`src/rtl/dbb_rd_dma_pkg.sv`:
```
// Shared types and constants for the DBB read DMA.
package dbb_rd_dma_pkg;

    typedef enum logic [1:0] {IDLE, ISSUE, DRAIN} state_t;

    localparam int BLOCK_SIZE = 4096;
    localparam int MAX_BURST  = 16;

    // Burst length in beats: smallest of remaining beats, MAX_BURST and boundary room.
    function automatic logic [4:0] burst_min(input logic [15:0] rem, input logic [12:0] bnd);
        logic [15:0] m;
        m = 16'(MAX_BURST);
        if (rem < m) m = rem;
        if ({3'b0, bnd} < m) m = {3'b0, bnd};
        return 5'(m);
    endfunction

endpackage

```
`src/rtl/dbb_rd_dma_fifo.sv`:
```
// Show-ahead synchronous FIFO: head entry is visible on rd_data whenever count != 0.
module dbb_rd_dma_fifo #(
    parameter int WIDTH = 64,
    parameter int DEPTH = 32
) (
    input  logic                     clk,
    input  logic                     rst_n,
    input  logic                     wr_en,
    input  logic [WIDTH-1:0]         wr_data,
    input  logic                     rd_en,
    output logic [WIDTH-1:0]         rd_data,
    output logic [$clog2(DEPTH):0]   count
);
    localparam int AW = $clog2(DEPTH);
    localparam int CW = AW + 1;

    logic [WIDTH-1:0] mem [DEPTH];
    logic [AW-1:0]    wptr, rptr;
    logic             do_wr, do_rd;

    assign do_wr   = wr_en && (count != CW'(DEPTH));
    assign do_rd   = rd_en && (count != '0);
    assign rd_data = (count != '0) ? mem[rptr] : '0;

    always_ff @(posedge clk) begin
        if (do_wr) mem[wptr] <= wr_data;
    end

    always_ff @(posedge clk or negedge rst_n) begin
        if (!rst_n) begin
            wptr  <= '0;
            rptr  <= '0;
            count <= '0;
        end else begin
            if (do_wr) wptr <= wptr + AW'(1);
            if (do_rd) rptr <= rptr + AW'(1);
            count <= count + CW'(do_wr) - CW'(do_rd);
        end
    end

endmodule

```
`src/rtl/dbb_rd_dma.sv`:
```
// Read DMA: splits a linear request into AR bursts, buffers R data under a credit scheme.
// Define DBB_RD_DMA_4K_SPLIT_EN to keep bursts inside 4096-byte blocks.
module dbb_rd_dma
    import dbb_rd_dma_pkg::*;
#(
    parameter int         ADDR_WIDTH      = 32,
    parameter int         DATA_WIDTH      = 64,
    parameter int         FIFO_DEPTH      = 32,
    parameter int         MAX_OUTSTANDING = 4,
    parameter logic [7:0] AR_ID           = 8'h00
) (
    input  logic                  clk,
    input  logic                  rst_n,
    input  logic                  req_valid,
    output logic                  req_ready,
    input  logic [ADDR_WIDTH-1:0] req_addr,
    input  logic [15:0]           req_beats,
    output logic                  done,
    output logic                  err_rid,
    output logic                  ar_arvalid,
    input  logic                  ar_arready,
    output logic [ADDR_WIDTH-1:0] ar_araddr,
    output logic [3:0]            ar_arlen,
    output logic [7:0]            ar_arid,
    input  logic                  r_rvalid,
    output logic                  r_rready,
    input  logic                  r_rlast,
    input  logic [DATA_WIDTH-1:0] r_rdata,
    input  logic [7:0]            r_rid,
    output logic                  dout_valid,
    input  logic                  dout_ready,
    output logic [DATA_WIDTH-1:0] dout_data,
    output logic                  dout_last
);
    localparam int BYTES = DATA_WIDTH / 8;
    localparam int OFFS  = $clog2(BYTES);
    localparam int CW    = $clog2(FIFO_DEPTH) + 1;
    localparam int OW    = $clog2(MAX_OUTSTANDING) + 1;

    state_t                  state, state_n;
    logic [ADDR_WIDTH-1:0]   cur_addr, cur_addr_n;
    logic [15:0]             rem, rem_n, tot, delivered;
    logic [CW-1:0]           credits, credits_n;
    logic [OW-1:0]           outst, outst_n;
    logic [4:0]              ar_len, len_n;
    logic [12:0]             bnd;
    logic [$clog2(FIFO_DEPTH):0] fifo_cnt;
    logic                    accept, ar_hs, r_hs, pop, issue_ok;

    assign req_ready  = (state == IDLE);
    assign accept     = req_valid && req_ready;
    assign ar_hs      = ar_arvalid && ar_arready;
    assign r_hs       = r_rvalid && r_rready;
    assign pop        = dout_valid && dout_ready;
    assign ar_arid    = AR_ID;
    assign ar_len     = {1'b0, ar_arlen} + 5'd1;
    assign dout_valid = (fifo_cnt != '0);
    assign dout_last  = dout_valid && (({1'b0, delivered} + 17'd1) == {1'b0, tot});

`ifdef DBB_RD_DMA_4K_SPLIT_EN
    assign bnd = (13'(BLOCK_SIZE) - {1'b0, cur_addr_n[11:0]}) >> OFFS;
`else
    assign bnd = 13'(MAX_BURST);
`endif
    assign len_n = burst_min(rem_n, bnd);

    always_ff @(posedge clk or negedge rst_n) begin
        if (!rst_n) state <= IDLE;
        else        state <= state_n;
    end

    // Everything is evaluated on post-edge values so the AR register can reload
    // in the handshake cycle and keep bursts back-to-back.
    always_comb begin
        state_n    = state;
        cur_addr_n = cur_addr;
        rem_n      = rem;
        case (state)
            IDLE: if (accept) begin
                cur_addr_n = req_addr & ~ADDR_WIDTH'(BYTES - 1);
                rem_n      = req_beats;
                state_n    = (req_beats == 16'd0) ? DRAIN : ISSUE;
            end
            ISSUE: if (ar_hs) begin
                cur_addr_n = cur_addr + (ADDR_WIDTH'(ar_len) << OFFS);
                rem_n      = rem - 16'(ar_len);
                if (rem == 16'(ar_len)) state_n = DRAIN;
            end
            DRAIN: if ((delivered + 16'(pop)) == tot) state_n = IDLE;
            default: state_n = IDLE;
        endcase
        credits_n = credits - (ar_hs ? CW'(ar_len) : CW'(0)) + CW'(pop);
        outst_n   = outst + OW'(ar_hs) - OW'(r_hs && r_rlast);
        issue_ok  = (state_n == ISSUE) && (rem_n != 16'd0) &&
                    (credits_n >= CW'(len_n)) && (outst_n < OW'(MAX_OUTSTANDING));
    end

    always_ff @(posedge clk or negedge rst_n) begin
        if (!rst_n) begin
            cur_addr   <= '0;
            rem        <= '0;
            tot        <= '0;
            delivered  <= '0;
            credits    <= CW'(FIFO_DEPTH);
            outst      <= '0;
            ar_arvalid <= 1'b0;
            ar_araddr  <= '0;
            ar_arlen   <= '0;
            done       <= 1'b0;
            err_rid    <= 1'b0;
            r_rready   <= 1'b0;
        end else begin
            cur_addr <= cur_addr_n;
            rem      <= rem_n;
            credits  <= credits_n;
            outst    <= outst_n;
            r_rready <= 1'b1;
            done     <= (state == DRAIN) && (state_n == IDLE);
            if (!ar_arvalid || ar_arready) begin
                ar_arvalid <= issue_ok;
                if (issue_ok) begin
                    ar_araddr <= cur_addr_n;
                    ar_arlen  <= 4'(len_n - 5'd1);
                end
            end
            if (accept) begin
                tot       <= req_beats;
                delivered <= '0;
            end else if (pop) begin
                delivered <= delivered + 16'd1;
            end
            if (accept) err_rid <= 1'b0;
            if (r_hs && (r_rid != AR_ID)) err_rid <= 1'b1;
        end
    end

    dbb_rd_dma_fifo #(.WIDTH(DATA_WIDTH), .DEPTH(FIFO_DEPTH)) u_fifo (
        .clk     (clk),
        .rst_n   (rst_n),
        .wr_en   (r_hs),
        .wr_data (r_rdata),
        .rd_en   (dout_ready),
        .rd_data (dout_data),
        .count   (fifo_cnt)
    );

endmodule
```
`config.mk`:
```
export PLATFORM = sky130hd
export DESIGN_NAME = dbb_rd_dma
export DESIGN_NICKNAME = d
export VERILOG_FILES = /design/src/rtl/dbb_rd_dma_pkg.sv /design/src/rtl/dbb_rd_dma_fifo.sv /design/src/rtl/dbb_rd_dma.sv
export SDC_FILE = /design/constraint.sdc
export NUM_CORES = 2
export LEC_CHECK = 0
export BUFFER_PORTS_ARGS = -buffer_cell sky130_fd_sc_hd__clkbuf_2
export CAP_MARGIN = 20
export CORE_MARGIN = 4
export CORE_UTILIZATION = 43
export DETAILED_ROUTE_END_ITERATION = 7
export SETUP_SLACK_MARGIN = 0.1
export SYNTH_ARGS = -nofsm -noshare
export SYNTH_HDL_FRONTEND = slang
export SYNTH_SLANG_ARGS = --single-unit
```
`constraint.sdc`:
```
create_clock -name clk -period 7.1 [get_ports clk]
set_input_delay 1.42 -clock clk [delete_from_list [all_inputs] [get_ports clk]]
set_output_delay 1.42 -clock clk [all_outputs]
set_load 0.05 [all_outputs]
```
Word level (Yosys, flattened, before mapping):

Memories as Yosys holds them, arrays and structs flattened.
Cells that the tools add are included.

* output and inout port bits: 115
* logic and storage cells: 88
* memories kept: 1
* input port bits: 127
* register bits after elaboration: 147
* RAM bits: 2048

Memories
* u_fifo.mem: depth 32, width 64, read ports 1, clocked after memory_dff 0, write ports 1, RTL line dbb_rd_dma_fifo.sv:17 `logic [WIDTH-1:0] mem [DEPTH];`

* eq/ne operators: 7
* add/subtract/negate cells: 15
* reduce and logical (&&, ||, !) cells: 23
* $lt $le $gt $ge: 4
* muxes and demuxes: 22

Operators with widths (number)
* $mux 16: 5
* $mux 32: 2
* $mux 64: 1
* $pmux 32 s2: 1
* $add 32x8->32: 1
* $pmux 16 s2: 1
* $add 16x1->17 const B: 1
* $eq 17x16->1: 1
* $add 16x1->16: 1
* $add 16x1->16 const B: 1
* $eq 16x16->1: 1
* $eq 16x5->1: 1
* $logic_not 16->1: 1
* $lt 16x5->1 const B: 1
* $lt 5x16->1 const A: 1
* $reduce_bool 16->1: 1
* $sub 16x5->16: 1
* $add 6x1->6: 2
* $logic_and 1x1->1: 12
* $add 5x1->5 const B: 2
* $mux 2: 5
* $mux 5: 2
* $reduce_bool 8->1: 1
* $ge 6x5->1: 1
* other kinds (18): 24

Logic depth before layout (Yosys ltp):

* depth in word-level cells: 12
* gate-level depth with buffers: 23
* depth with buffers taken out: 22

Cells and area by module:

A second synthesis with hierarchy kept.

* cell total of the unflattened synthesis: 4601
* area, all modules: 87960.6 µm²

By module, submodules not included
* dbb_rd_dma_fifo: seq. area each 61899.4 µm², instances 1, area each 79556.3 µm², cells each 3704
* dbb_rd_dma: seq. area each 3279.4 µm², instances 1, area each 8404.3 µm², cells each 897

Worst setup path before layout:

Ideal clock, no wire load.

* kind: input to register
* start: in r_rvalid
* end: mem u_fifo.mem[31][0], enable pin
* setup time: 0.487 ns
* path slack: 1.648 ns
* data arrival time: 4.965 ns
* stages: 5
* required time: 6.613 ns
* buffers on the path: 1
* cell sequence: nand2_1 > a21oi_1 > nand2_1 > clkbuf_1 > nor2_1

* longest elaborated chain between the ends: 4

Ends and longest elaborated chain
* from (decl): RTL line dbb_rd_dma.sv:25 `input logic r_rvalid,`
* $logic_and 1x1->1: RTL line dbb_rd_dma.sv:53 `assign r_hs = r_rvalid && r_rready;`
* $logic_and 1x1->1: RTL line dbb_rd_dma_fifo.sv:21 `assign do_wr = wr_en && (count != CW'(DEPTH));`
* via u_fifo.do_wr: RTL line dbb_rd_dma_fifo.sv:19 `logic do_wr, do_rd;`
* $mux 1: RTL line dbb_rd_dma_fifo.sv:26 `if (do_wr) mem[wptr] <= wr_data;`
* $mux 1 (not written as such): RTL line dbb_rd_dma_fifo.sv:26
* to (decl): RTL line dbb_rd_dma_fifo.sv:17

The timed path passes the listed nets, and every way through them passes these cells.

Worst setup path after layout:

* start: reg state[0]
* end: reg ar_araddr[27]

* longest elaborated chain between the ends: 12
* elaborated cells on any way between the ends: 24
* those cells by class: order compare (3); eq/ne (3); mux (11); reduce/logical (7)

Ends and longest elaborated chain
* from (decl): RTL line dbb_rd_dma.sv:40 `state_t state, state_n;`
* from (signal assigned): RTL line dbb_rd_dma.sv:69 `else state <= state_n;`
* $logic_not 2->1: RTL line dbb_rd_dma.sv:50, dbb_rd_dma.sv:78
* $logic_and 1x1->1: RTL line dbb_rd_dma.sv:51 `assign accept = req_valid && req_ready;`
* $mux 16: RTL line dbb_rd_dma.sv:79 `IDLE: if (accept) begin`
* $pmux 16 s2: RTL line dbb_rd_dma.sv:78 `case (state)`
* $lt 16x5->1: RTL line dbb_rd_dma_pkg.sv:13 `if (rem < m) m = rem;`
* $mux 16: RTL line dbb_rd_dma_pkg.sv:13
* $lt 5x16->1: RTL line dbb_rd_dma_pkg.sv:14 `if ({3'b0, bnd} < m) m = {3'b0, bnd};`
* $mux 5: RTL line dbb_rd_dma_pkg.sv:14
* $ge 6x5->1: RTL line dbb_rd_dma.sv:95 `(credits_n >= CW'(len_n)) && (outst_n < OW'(MAX_OUTSTANDING));`
* $logic_and 1x1->1: RTL line dbb_rd_dma.sv:94 `issue_ok = (state_n == ISSUE) && (rem_n != 16'd0) &&`
* $logic_and 1x1->1: RTL line dbb_rd_dma.sv:95
* $reduce_and 2->1 (no source line)
* to (signal assigned): RTL line dbb_rd_dma.sv:122 `ar_araddr <= cur_addr_n;`
* to (decl): RTL line dbb_rd_dma.sv:22 `output logic [ADDR_WIDTH-1:0] ar_araddr,`

Parallel ways exist; a longest one is shown, timed or not.
A chain may end at the register's enable or synchronous reset.

==> flow_summary.ini <==
[final_layout]
design_area_um2 = 98600
drive_above_1_share = 0.306
finalNonFillerCells = 7157
synthToLayoutAreaGrowth_pct = 14.2
nets = 4492

[clocking]
tritoncts = built
root_buffer = clkbuf_16
clk_latency_ns = 0.84
cts-buffers-inserted = 217
postCtsSetupRepairBufs = 0
holdBufCountCts = 0
cts.sinks = 2195
cts_buffer_depth = 3
cts_resized = 0
cts_max_level = 4
clkTransAtPathRegs_ns = 0.06

[critical_path]
worstPathRequired_ns = 7.82
max_stage_delay_ns = 0.97
worst-path-buf-inv = 2
crit_fanout = 36
crit_arrival_ns = 6.56
cp_top_family = simple AND/OR/NAND/NOR gates
reg2reg_depth = 18
rr_startpoint = state[0]$_DFF_PN0_
worstSetupPathType = reg2reg
regToRegEndpoint = ar_araddr[27]$_DFFE_PN0P_
path_cells = nor2b_1, nand2_1, nor4_2, and3b_1, o311ai_1, or4_4, nor4_4, buf_4, nand2_1, ha_1, a21oi_1, nor2b_1, o21ai_0, nand2b_1, a211oi_1, a211oi_4, buf_4, mux2_4
cp-end-kind = flop
r2r_setup_slack_ns = 1.27
cp_slowest_cell = dfrtp_1
start_kind = flop

[synth]
ys_top_cells_by_area = edfxtp_1 71%, mux4_2 17%, dfrtp_1 4.2%
synthTopCellsByCount = 2,048 x edfxtp_1, 640 x mux4_2, 167 x nor2_1
synth_seq_cells = 2195
ys.flop_type = edfxtp_1
yosys_warnings = 0
async_flop_share = 0.0670
syn_inst = 3948
avgSynthCellArea_um2 = 21.9
synth_largest_area_cell = edfxtp_1
synth_top_area_frac = 0.712
synth_most_common_cell = edfxtp_1
synth_area_um2 = 86400
synth_seq_area_share = 0.754
synth_edf_count = 2048
synth.distinct_cells = 74

[pwr]
leakagePower_nw = 31.8
ir_drop_mv = 0.476
power_density_nw_per_um2 = 405

[timing]
hold_slack_ns = 0.475
period_share = 0.821
finalWorstSetupSlack_ns = 1.27
min_period_ns = 5.83
fmax_ghz = 0.171
fin_setup_tns_ns = 0
slew_headroom = 0.245
worstMarginPinSlew_ns = 1.13
grt_setup_unrepaired = false
hold_viol_final = 0
slew_viol_final = 0
finalSetupViolations = 0
fin_worst_skew_ns = 0.0200

[status]
outcome = finished, final reports clean

[global_routing]
grt_first_pass_wirelength_um = 311000
track_usage = 0.205
grt_pass1_vias = 42453
gr-total-overflow = 0
antenna_found_initial = 20
grt_max_degree = 93

[run]
drv_cap = 0

[detailed_routing]
drc = 0
wl_per_cell_um = 30.0
wl_um = 215000
first_iter_violations = 4469
drt_pass1_iterations = 5
vias = 41922
viasPerCell = 5.86
antenna_left = 0

[hold_path]
hold_class = reg2reg
min_to = err_rid$_DFFE_PN0P_
hp-start = err_rid$_DFFE_PN0P_
min_path_cells = 1

[placed_design]
gp_congestion = 0.830
numPortBuffers = 230
placed_cell_area_um2 = 91800
dpl.cell_count = 6750
pre_cts_slack_ns = 0.828
hpwl_um = 115000

[floorplanning]
dieArea_um2 = 208000
io_pins = 242
fp.dieW_um = 456
num_rows = 164
fp.dieH_um = 456
design.core.area_um2 = 200000
start_util = 0.432
worst register-to-register path, stage by stage (launching register included):
cell      delay [ns]
dfrtp_1         0.97
nor2b_1         0.81
nand2_1         0.24
nor4_2          0.32
and3b_1         0.23
o311ai_1        0.09
or4_4           0.47
nor4_4          0.28
buf_4           0.21
nand2_1         0.10
ha_1            0.31
a21oi_1         0.13
nor2b_1         0.06
o21ai_0         0.15
nand2b_1        0.08
a211oi_1        0.45
a211oi_4        0.07
buf_4           0.35
mux2_4          0.41
stage by stage:
stage	utilization	total power, mW
finish	0.494	39.9
global route	0.493	41.7
CTS	0.493	40.5
detailed placement	0.459	29.3
global placement	0.459	29.3
floorplan	-	25.5
area by class of cell:
cell class              count  area (um2)
repair buffers            348        2590
clock buffers             275        5730
well taps                2656        3320
diodes                     10        25.0
clock inverters           121        1120
fillers                 16073      101000
flip-flops and latches   2195       65200
inverters                  44         165
multi-input cells        1508       20500
power by group:
part | total, mW | internal, mW | switching (mW)
sequential | 15.5 | 14.8 | 0.688
clock | 11.1 | 6.29 | 4.82
combinational | 13.3 | 5.73 | 7.60
worst max path at each step:
stage | start | endpoint | slack [ns] | depth (start not counted)
2_1_floorplan | r_rvalid | u_fifo.mem[31][0]$_DFFE_PP_ | 1.65 | 5
3_3_place_gp | req_valid | ar_araddr[23]$_DFFE_PN0P_ | 0.76 | 18
3_5_place_dp | req_valid | ar_araddr[27]$_DFFE_PN0P_ | 0.83 | 18
4_1_cts | u_fifo.rptr[0]$_DFFE_PN0P_ | dout_data[23] | 1.18 | 7
5_1_grt | ar_arlen[0]$_DFFE_PN0P_ | ar_araddr[26]$_DFFE_PN0P_ | 0.87 | 22
6_report | state[0]$_DFF_PN0_ | ar_araddr[27]$_DFFE_PN0P_ | 1.27 | 18
cells in the final DEF (no fill, tap or decap), types with 53 or more instances in the layout:
master / Yosys / final
dfrtp_1: 146 / 141
edfxtp_1: 2048 / 2048
mux4_2: 640 / 640
nand2_1: 129 / 129
clkbuf_2: 0 / 230
nor2_1: 167 / 135
buf_4: 11 / 74
clkbuf_1: 132 / 53
clkbuf_16: 0 / 220
mux2i_1: 68 / 68
state kept, by name, indices dropped and copies added, names as in the netlist:
signal,cells
ar_araddr,32
rem,16
u_fifo.rptr,5
u_fifo.mem,2048
credits,6
ar_arvalid,1
delivered,16
done,1
tot,16
cur_addr,32
state,2
ar_arlen,4
err_rid,1
u_fifo.wptr,5
outst,3
r_rready,1
u_fifo.count,6
cells by family after synthesis:
family                     synth area share
DFF                                   0.754
muxes                                 0.181
and+or+nand+nor                      0.0249
buffers and inverters                0.0117
AOI/OAI and AO/OA                    0.0134
xor gates and xnor gates            0.00720
adders and majority gates           0.00782
other                             0.0000869
per-layer routing:
layer | vias to the layer above | global-route usage | wire length, um
met3 | 271 | 0.0351 | 13800
met2 | 1477 | 0.339 | 107000
li1 | 17222 | - | -
met4 | 4 | 0.0439 | 3990
met1 | 22948 | 0.291 | 90200
met5 | - | 0 | 27
Power figures use the tool's default switching activity.
